===== src/rtl/automat_pkg.sv =====
// automat_pkg: shared definitions for the serial-automaton sequencer.
// State encoding (2-bit) and a clog2 helper used to size the bit counter.
// Optional build macro SEQ_CTRL_FIXED_PRIO_EN is consumed by automat_rr_arb and automat_seq_ctrl.
package automat_pkg;

   typedef enum logic [1:0] {
      S_IDLE  = 2'd0,
      S_CLR   = 2'd1,
      S_SHIFT = 2'd2,
      S_DONE  = 2'd3
   } state_t;

   // Smallest r with 2**r >= v.
   function automatic int clog2(input int v);
      int r;
      r = 0;
      while ((1 << r) < v) r++;
      return r;
   endfunction

endpackage


===== src/rtl/automat_rr_arb.sv =====
// automat_rr_arb: NREQ-wide requester arbiter producing a one-hot grant and the winner id.
// Purely combinational; the caller decides when to act on the result.
// Macro SEQ_CTRL_FIXED_PRIO_EN: lowest index wins and ptr is ignored; default is round-robin after ptr.
module automat_rr_arb
   import automat_pkg::*;
#(
   parameter int NREQ = 4,
   parameter int IDW  = 2
) (
   input  logic [NREQ-1:0] req,
   input  logic [IDW-1:0]  ptr,
   output logic            any,
   output logic [NREQ-1:0] gnt_oh,
   output logic [IDW-1:0]  gnt_id
);

`ifdef SEQ_CTRL_FIXED_PRIO_EN
   logic unused_ptr;
   assign unused_ptr = ^ptr;

   // Fixed priority: first set request from index 0 upward.
   always_comb begin
      any    = 1'b0;
      gnt_oh = '0;
      gnt_id = '0;
      for (int j = 0; j < NREQ; j++) begin
         if (!any && req[j]) begin
            any       = 1'b1;
            gnt_oh[j] = 1'b1;
            gnt_id    = IDW'(j);
         end
      end
   end
`else
   // Round-robin: scan indices above ptr first, then wrap to 0..ptr, so the last winner goes last.
   always_comb begin
      any    = 1'b0;
      gnt_oh = '0;
      gnt_id = '0;
      for (int j = 0; j < NREQ; j++) begin
         if (!any && req[j] && (j > int'(ptr))) begin
            any       = 1'b1;
            gnt_oh[j] = 1'b1;
            gnt_id    = IDW'(j);
         end
      end
      for (int j = 0; j < NREQ; j++) begin
         if (!any && req[j] && (j <= int'(ptr))) begin
            any       = 1'b1;
            gnt_oh[j] = 1'b1;
            gnt_id    = IDW'(j);
         end
      end
   end
`endif

endmodule


===== src/rtl/automat_seq_ctrl.sv =====
// automat_seq_ctrl: picks a requester, resets the automaton, shifts the word MSB-first onto fsm_x
// and counts fsm_t pulses per output (saturating). Accept-to-done W+2 cycles, W+3 cycles per job.
// Requesters hold req until gnt; req is ignored outside IDLE. Macro SEQ_CTRL_FIXED_PRIO_EN freezes the pointer.
module automat_seq_ctrl
   import automat_pkg::*;
#(
   parameter int NREQ = 4,
   parameter int IDW  = 2,
   parameter int W    = 8,
   parameter int NOUT = 5,
   parameter int CW   = 4
) (
   input  logic                 clk,
   input  logic                 res,
   input  logic [NREQ-1:0]      req,
   input  logic [NREQ*W-1:0]    word,
   output logic [NREQ-1:0]      gnt,
   output logic                 busy,
   output logic                 fsm_res,
   output logic                 fsm_x,
   input  logic [NOUT-1:0]      fsm_t,
   output logic                 done,
   output logic [IDW-1:0]       done_id,
   output logic [NOUT*CW-1:0]   hits
);

   localparam int             BCW      = clog2(W + 1);
   localparam logic [IDW-1:0] PTR_RST  = IDW'(NREQ - 1);
   localparam logic [BCW-1:0] LAST_BIT = BCW'(W - 1);
   localparam logic [CW-1:0]  HIT_MAX  = {CW{1'b1}};

   state_t          state_q, state_d;
   logic [W-1:0]    sreg_q, sreg_d;
   logic [IDW-1:0]  id_q, id_d;
   logic [IDW-1:0]  ptr_q, ptr_d;
   logic [IDW-1:0]  done_id_q, done_id_d;
   logic [BCW-1:0]  bcnt_q, bcnt_d;
   logic [CW-1:0]   hits_q [NOUT];
   logic [CW-1:0]   hits_d [NOUT];
   logic [NREQ-1:0] gnt_q, gnt_d;
   logic            busy_q, busy_d;
   logic            fsm_res_q, fsm_res_d;
   logic            fsm_x_q, fsm_x_d;
   logic            done_q, done_d;

   logic            arb_any;
   logic [NREQ-1:0] arb_oh;
   logic [IDW-1:0]  arb_id;

   automat_rr_arb #(
      .NREQ (NREQ),
      .IDW  (IDW)
   ) u_arb (
      .req    (req),
      .ptr    (ptr_q),
      .any    (arb_any),
      .gnt_oh (arb_oh),
      .gnt_id (arb_id)
   );

   // Next-state and next-output logic; outputs are derived from the next state so they come straight off flops.
   always_comb begin
      state_d   = state_q;
      sreg_d    = sreg_q;
      id_d      = id_q;
      ptr_d     = ptr_q;
      done_id_d = done_id_q;
      bcnt_d    = bcnt_q;
      hits_d    = hits_q;
      gnt_d     = '0;

      case (state_q)
         S_IDLE: begin
            if (arb_any) begin
               state_d = S_CLR;
               id_d    = arb_id;
               gnt_d   = arb_oh;
               bcnt_d  = '0;
               for (int k = 0; k < NOUT; k++) hits_d[k] = '0;
               for (int j = 0; j < NREQ; j++) begin
                  if (arb_oh[j]) sreg_d = word[j*W +: W];
               end
            end
         end
         S_CLR: begin
            state_d = S_SHIFT;
         end
         S_SHIFT: begin
            for (int k = 0; k < NOUT; k++) begin
               if (fsm_t[k] && (hits_q[k] != HIT_MAX)) hits_d[k] = hits_q[k] + 1'b1;
            end
            sreg_d = sreg_q << 1;
            bcnt_d = bcnt_q + 1'b1;
            if (bcnt_q == LAST_BIT) begin
               state_d   = S_DONE;
               done_id_d = id_q;
            end
         end
         S_DONE: begin
            state_d = S_IDLE;
`ifndef SEQ_CTRL_FIXED_PRIO_EN
            ptr_d   = id_q;
`endif
         end
         default: state_d = S_IDLE;
      endcase

      busy_d    = (state_d != S_IDLE);
      fsm_res_d = (state_d != S_SHIFT);
      fsm_x_d   = (state_d == S_SHIFT) && sreg_d[W-1];
      done_d    = (state_d == S_DONE);
   end

   // Single state register for the FSM, its datapath and its registered outputs.
   always_ff @(posedge clk or posedge res) begin
      if (res) begin
         state_q   <= S_IDLE;
         sreg_q    <= '0;
         id_q      <= '0;
         ptr_q     <= PTR_RST;
         done_id_q <= '0;
         bcnt_q    <= '0;
         for (int k = 0; k < NOUT; k++) hits_q[k] <= '0;
         gnt_q     <= '0;
         busy_q    <= 1'b0;
         fsm_res_q <= 1'b1;
         fsm_x_q   <= 1'b0;
         done_q    <= 1'b0;
      end else begin
         state_q   <= state_d;
         sreg_q    <= sreg_d;
         id_q      <= id_d;
         ptr_q     <= ptr_d;
         done_id_q <= done_id_d;
         bcnt_q    <= bcnt_d;
         hits_q    <= hits_d;
         gnt_q     <= gnt_d;
         busy_q    <= busy_d;
         fsm_res_q <= fsm_res_d;
         fsm_x_q   <= fsm_x_d;
         done_q    <= done_d;
      end
   end

   assign gnt     = gnt_q;
   assign busy    = busy_q;
   assign fsm_res = fsm_res_q;
   assign fsm_x   = fsm_x_q;
   assign done    = done_q;
   assign done_id = done_id_q;

   for (genvar k = 0; k < NOUT; k++) begin : g_hits
      assign hits[k*CW +: CW] = hits_q[k];
   end

endmodule

===== config.mk =====
export PLATFORM = sky130hd
export DESIGN_NAME = automat_seq_ctrl
export DESIGN_NICKNAME = d
export VERILOG_FILES = /design/src/rtl/automat_pkg.sv /design/src/rtl/automat_rr_arb.sv /design/src/rtl/automat_seq_ctrl.sv
export SDC_FILE = /design/constraint.sdc
export NUM_CORES = 1
export LEC_CHECK = 0
export ABC_AREA = 1
export ABC_CLOCK_PERIOD_IN_PS = 4400
export CORE_MARGIN = 4
export CORE_UTILIZATION = 47
export DETAILED_ROUTE_END_ITERATION = 6
export MAX_ROUTING_LAYER = met4
export PLACE_DENSITY_LB_ADDON = 0.1
export SETUP_SLACK_MARGIN = 0.5
export SLEW_MARGIN = 30
export SYNTH_ARGS = -nofsm -noshare
export SYNTH_HDL_FRONTEND = slang
export SYNTH_SLANG_ARGS = --single-unit

===== constraint.sdc =====
create_clock -name clk -period 4.4 [get_ports clk]
set_clock_uncertainty 0.1 [all_clocks]
set_input_delay 0.66 -clock clk [delete_from_list [all_inputs] [get_ports clk]]
set_output_delay 0.66 -clock clk [all_outputs]
set_load 0.01 [all_outputs]

==> impl_metrics.env, run 1 <==
export IMPL_synthFlopType="dfrtp_1"
export IMPL_placed_cell_area_um2=3590
export IMPL_area_delta_synth_final_pct=30.4
export IMPL_io_buffers=72
export IMPL_rr_startpoint="state_q[0]"
export IMPL_crit_chain="inv_1 > ha_1 > buf_4 > inv_1 > nand2_1 > nand2_4 > nor2_1 > nor2_4 > nand2_1 > o21ai_0"
export IMPL_viasPerCell=5.01
export IMPL_holdPathStages=2
export IMPL_syn_area_um2=2830
export IMPL_cp_end_kind="flop"
export IMPL_drc=0
export IMPL_clock_latency_ps=300
export IMPL_yosys_top_cells_count="nand2_1 (77), nor2_1 (59), dfrtp_1 (45), inv_1 (34)"
export IMPL_fp_dieArea_um2=7330
export IMPL_htreeDepth=2
export IMPL_postCtsSetupBuffers=0
export IMPL_num_io_pins=73
export IMPL_path_clk_slew_ps=80
export IMPL_yosysUniqueCellTypes=37
export IMPL_rows=28
export IMPL_p_leak_uw=0.00168
export IMPL_clock_root_buffer="clkbuf_8"
export IMPL_yosys_cell_count_top_type="nand2_1"
export IMPL_grt_max_degree=49
export IMPL_synth_seq_area_share_pct=42.6
export IMPL_cts_sinks=48
export IMPL_yosysWarningCount=0
export IMPL_crit_path_max_fanout=26
export IMPL_rsz0062_at_grt="no"
export IMPL_fin_crit_ps=2300
export IMPL_hold_start="done_id[1]"
export IMPL_period_share_pct=52.4
export IMPL_grt_pass1_vias=2489
export IMPL_p_per_area_nw_per_um2=572
export IMPL_num_vias=2528
export IMPL_reg2reg_to="hits[0]"
export IMPL_grt_pass1_wl_mm=11.0
export IMPL_async_flop_share_pct=100
export IMPL_diodes=0
export IMPL_numCtsBuffers=5
export IMPL_fillers=549
export IMPL_fin_tns_setup_ps=0
export IMPL_cts_tree="done"
export IMPL_timing_max_slew_rel_slack_pct=61.0
export IMPL_cap_violations=0
export IMPL_hp_class="reg -> reg"
export IMPL_critPathSlowestCell="dfrtp_1"
export IMPL_syn_inst=356
export IMPL_die_height_um=85.6
export IMPL_die_w_um=85.6
export IMPL_crit_arrival_ps=2390
export IMPL_status="complete, no violations"
export IMPL_required_ps=4480
export IMPL_grt_use_total_pct=18.9
export IMPL_hpwl_mm=4.81
export IMPL_synth_nets=408
export IMPL_drt_wl_total_mm=6.23
export IMPL_cts_resized=0
export IMPL_final_max_slew_violation_count=0
export IMPL_crit_path_max_incr_delay_ps=410
export IMPL_dr_pass1_iters=4
export IMPL_final_net_count=481
export IMPL_yosys_area_top_type_share_pct=39.8
export IMPL_drive_gt1_share_pct=10.7
export IMPL_antenna_found_initial=0
export IMPL_synth_edff_count=0
export IMPL_avgSynthCellArea_um2=7.95
export IMPL_timing_fmax_ghz=0.434
export IMPL_cts_hold_buffers_added=0
export IMPL_worstMarginPinSlew_ps=585
export IMPL_ff2ff_path_depth=10
export IMPL_hold_path_endpoint="done_id[1]"
export IMPL_synth_top_area_cell="dfrtp_1"
export IMPL_drtIter0Drc=88
export IMPL_crit_type="reg -> reg"
export IMPL_routedWlPerCell_um=12.3
export IMPL_start_util_pct=48.1
export IMPL_synth_seq_cells=48
export IMPL_place_congestion=0.913
export IMPL_cp_top_family="simple AND/OR/NAND/NOR gates"
export IMPL_clockBufferDepth=2
export IMPL_final_design_area_no_fill_um2=3690
export IMPL_synth_area_leaders="dfrtp_1 (40%), nand2_1 (10%), nor2_1 (7.8%)"
export IMPL_irDropWorstVdd_uv=263
export IMPL_core_um2=5890
export IMPL_grt_remaining_overflow=0
export IMPL_crit_buf_inv=3
export IMPL_setup_violations=0
export IMPL_utilization_pct=62.7
export IMPL_worst_r2r_setup_slack_ps=2100
export IMPL_antenna_left=0
export IMPL_finalHoldViolCount=0
export IMPL_start_kind="flop"
[placed cells by master, fill, tap and decap left out]
master,Yosys,layout
a21boi_2,1,1
a21oi_1,7,7
a21oi_2,1,1
buf_4,0,1
clkbuf_1,1,1
clkbuf_8,1,7
clkdlybuf4s50_1,0,72
dfrtp_1,45,45
dfstp_2,3,3
ha_1,9,9
inv_1,34,33
inv_2,1,1
inv_4,2,3
nand2_1,77,77
nand2_2,6,6
nand2_4,1,1
nand3_1,30,30
nand3_2,4,4
nand3b_1,5,5
nand4_1,1,1
nand4_4,2,2
nor2_1,59,59
nor2_2,2,2
nor2_4,6,6
nor2_8,1,1
nor3_1,2,2
o211ai_1,1,1
o21ai_0,30,30
o21ai_1,4,4
o21ai_2,3,3
o21bai_1,1,1
o22ai_2,1,1
o31ai_1,1,1
or2_2,3,3
xnor2_1,1,1
xor2_1,5,5
[stage by stage]
stage | cells | worst slack (ps) | hold WS, ps | power (µW)
2_1_floorplan | 356 | 2500 | 353 | 1530
3_3_place_gp | 497 | 1890 | 368 | 1820
3_5_place_dp | 497 | 1830 | 378 | 1840
4_1_cts | 505 | 2100 | 402 | 2130
5_1_grt | 505 | 1850 | 441 | 2310
6_report | 505 | 2100 | 396 | 2110
[cells by family (layout without fill, tap and decap cells)]
family | count (synthesis) | count (layout) | synth area share (%)
AO/OA/AOI/OAI | 50 | 50 | 10.1
adder cells (fa/ha/maj) | 9 | 9 | 3.98
XOR/XNOR | 6 | 6 | 1.86
AND/OR/NAND/NOR | 199 | 199 | 34.1
buffers and inverters | 44 | 118 | 7.38
flip-flops | 48 | 48 | 42.6
[report_power, final]
part | total, µW | internal, µW | switching [µW]
clock | 288 | 144 | 145
sequential | 709 | 601 | 108
combinational | 1110 | 440 | 672
[worst max-delay path by stage]
stage | start | endpoint | slack, ps | cells after the start
detailed placement | req[1] | hits[14] | 1830 | 9
CTS | state_q[0] | hits[0] | 2100 | 10
global placement | req[1] | hits[2] | 1890 | 9
global route | req[1] | sreg_q[2] | 1850 | 9
floorplan | res | bcnt_q[0] | 2500 | 1
finish | state_q[0] | hits[0] | 2100 | 10
[area by class of cell]
type	instances	area [µm²]	area share, %
Multi-Input combinational cell	264	1420	38.4
Sequential cell	48	1200	32.7
Timing Repair Buffer	73	728	19.7
Inverter	37	146	3.97
Clock buffer	8	100	2.71
Tap cell	75	93.8	2.54
[worst min-delay path: stages, from the launching register on]
cell and delay, ps:
dfrtp_1 350, nand2_1 50, o21ai_0 60
[flip-flops by register name, indices dropped and copies added (netlist names)]
name and flops:
busy 1, hits 20, done 1, fsm_res 1, ptr_q 2, done_id 2
gnt 4, sreg_q 8, fsm_x 1, bcnt_q 4, state_q 2, id_q 2
[metal layers]
metal | GRT usage, % | share of wire, % | wire length, µm
met5 | - | 0 | 0
met1 | 23.0 | 46 | 2870
met3 | 4.42 | 6.1 | 379
met2 | 31.5 | 46 | 2890
met4 | 4.89 | 1.5 | 93
No activity file was read; power rests on OpenSTA's default activity.
==> inputs of run 2 (changes only) <==
--- a/config.mk
+++ b/config.mk
@@ -6,9 +6,9 @@
 export NUM_CORES = 1
 export LEC_CHECK = 0
 export ABC_AREA = 1
-export ABC_CLOCK_PERIOD_IN_PS = 4400
+export ABC_CLOCK_PERIOD_IN_PS = 1900
 export CORE_MARGIN = 4
-export CORE_UTILIZATION = 47
+export CORE_UTILIZATION = 44
 export DETAILED_ROUTE_END_ITERATION = 6
 export MAX_ROUTING_LAYER = met4
 export PLACE_DENSITY_LB_ADDON = 0.1
==> constraint.sdc (replaced) <==
create_clock -name clk -period 1.9 [get_ports clk]
set_clock_uncertainty 0.1 [all_clocks]
set_input_delay 0.285 -clock clk [delete_from_list [all_inputs] [get_ports clk]]
set_output_delay 0.285 -clock clk [all_outputs]
set_load 0.01 [all_outputs]
==> impl_metrics.env, run 2 (synthesis gave the netlist of run 1 again) <==
export IMPL_hp_class="in -> async"
export IMPL_routedWlPerCell_um=14.0
export IMPL_rsz0062_at_grt="yes"
export IMPL_grt_pass1_vias=2757
export IMPL_cts_sinks=48
export IMPL_cp_top_family="simple AND/OR/NAND/NOR gates"
export IMPL_crit_buf_inv=4
export IMPL_numCtsBuffers=5
export IMPL_core_um2=6100
export IMPL_cp_common_cell="nor2_1"
export IMPL_cts_tree="done"
export IMPL_hpwl_mm=5.44
export IMPL_area_delta_synth_final_pct=56.6
export IMPL_crit_type="reg -> reg"
export IMPL_setup_violations=23
export IMPL_timing_fmax_ghz=0.501
export IMPL_crit_path_max_incr_delay_ps=630
export IMPL_largest_reg_flops=20
export IMPL_die_height_um=88.2
export IMPL_crit_arrival_ps=2100
export IMPL_grt_pass1_wl_mm=12.7
export IMPL_crit_path_max_fanout=6
export IMPL_clockBufferDepth=2
export IMPL_num_vias=2877
export IMPL_crit_chain="inv_2 > nand2_4 > buf_4 > nand3_4 > nor2_4 > nand3_2 > nand2_4 > buf_12 > inv_8 > o21ai_2 > nor2_1 > nor2_1 > nor2_1"
export IMPL_grt_max_degree=23
export IMPL_drtIter0Drc=129
export IMPL_dr_pass1_iters=5
export IMPL_fin_tns_setup_ps=-1120
export IMPL_violations="setup timing"
export IMPL_finalHoldViolCount=0
export IMPL_mostFrequentLayoutCells="nand2_1 (70), buf_4 (60), nor2_1 (50)"
export IMPL_final_common_cell="nand2_1"
export IMPL_period_share_pct=105
export IMPL_htreeDepth=2
export IMPL_grt_remaining_overflow=0
export IMPL_setup_ws_ps=-96.1
export IMPL_start_util_pct=46.4
export IMPL_grt_use_total_pct=21.4
export IMPL_status="complete, but fails checks"
export IMPL_path_clk_slew_ps=90
export IMPL_viasPerCell=4.99
export IMPL_io_buffers=72
export IMPL_cp_end_kind="flop"
export IMPL_drc=0
export IMPL_cap_violations=0
export IMPL_rows=28
export IMPL_p_per_area_nw_per_um2=1360
export IMPL_clock_root_buffer="clkbuf_8"
export IMPL_p_total_uw=6010
export IMPL_antenna_left=0
export IMPL_p_leak_uw=0.00216
export IMPL_fp_dieArea_um2=7780
export IMPL_diodes=0
export IMPL_final_net_count=552
export IMPL_timing_max_slew_rel_slack_pct=64.6
export IMPL_start_kind="flop"
export IMPL_worstMarginPinSlew_ps=525
export IMPL_final_max_slew_violation_count=0
export IMPL_required_ps=2000
export IMPL_num_io_pins=73
export IMPL_irDropWorstVdd_uv=893
export IMPL_critPathSlowestCell="dfstp_2"
export IMPL_drt_wl_total_mm=8.08
export IMPL_place_congestion=0.850
export IMPL_die_w_um=88.2
export IMPL_drive_gt1_share_pct=31.1
export IMPL_clock_latency_ps=300
export IMPL_antenna_found_initial=0
export IMPL_fin_crit_ps=2000
==> run 2: cell count changes in the layout (fill, tap and decap cells not counted), moves of 5 or more <==
cell	previous run	this run
nand2_1	77	70
buf_6	0	6
nand2_4	1	8
dlygate4sd2_1	0	11
nor2_4	6	15
buf_4	1	60
inv_1	33	28
o21ai_1	4	16
clkdlybuf4s50_1	72	42
clkdlybuf4s15_1	0	11
nor2_1	59	50
o21ai_0	30	17
==> run 2: timing repair <==
action / in CTS / in global routing
cloned: 2 / 2
setup endpoints to repair: 74 / 57
buffers inserted: 31 / 11
pin swaps: 8 / 9
resized for setup: 67 / 53
hold buffers: 0 / 0
==> run 2: path summary, 6_finish.rpt <==
check / from / end / slack [ps] / cells past startpoint
worst max register to register: ptr_q[1] / sreg_q[3] / -100 / 13
worst max-delay path: ptr_q[1] / sreg_q[3] / -100 / 13
worst min-delay path: res / hits[6] / 190 / 2
min in group clk: done_id[0] / done_id[0] / 400 / 2
max in group asynchronous: res / ptr_q[1] / 960 / 3
worst min register to register: done_id[0] / done_id[0] / 400 / 2
==> run 2: stage by stage <==
stage          instances  util [%]  hold slack [ps]  instance area [µm²]  worst slack (ps)
2_1_floorplan        356         -              214                 2870               170
3_3_place_gp         522      63.0              367                 3840              -113
3_5_place_dp         522      63.0              372                 3840              -223
4_1_cts              563      68.9              205                 4200             -20.0
5_1_grt              576      72.7              215                 4430              -235
6_report             576      72.7              195                 4430             -96.1
==> run 2: where the power goes <==
| group | switching [µW] | internal, µW | leakage, µW |
|---|---|---|---|
| registers | 237 | 1390 | 0.000624 |
| logic | 2060 | 1680 | 0.00148 |
| clock network | 352 | 291 | 0.0000510 |
==> run 2: layout make-up <==
cell class,instances,area (µm²)
Fill cell,467,1660
Multi-Input combinational cell,266,1630
Timing Repair Buffer,141,1240
Sequential cell,48,1200
Inverter,37,153
Tap cell,75,93.8
Clock buffer,6,82.6
Timing Repair inverter,1,11.3
Clock inverter,2,10.0
==> run 2: metal layers <==
| layer | track usage [%] | wire (µm) | up-vias |
|---|---|---|---|
| met4 | 6.04 | 133 | 0 |
| met3 | 3.01 | 369 | 16 |
| li1 | - | - | 1443 |
| met1 | 28.3 | 3600 | 1356 |
| met5 | - | 0 | - |
| met2 | 34.3 | 3970 | 62 |
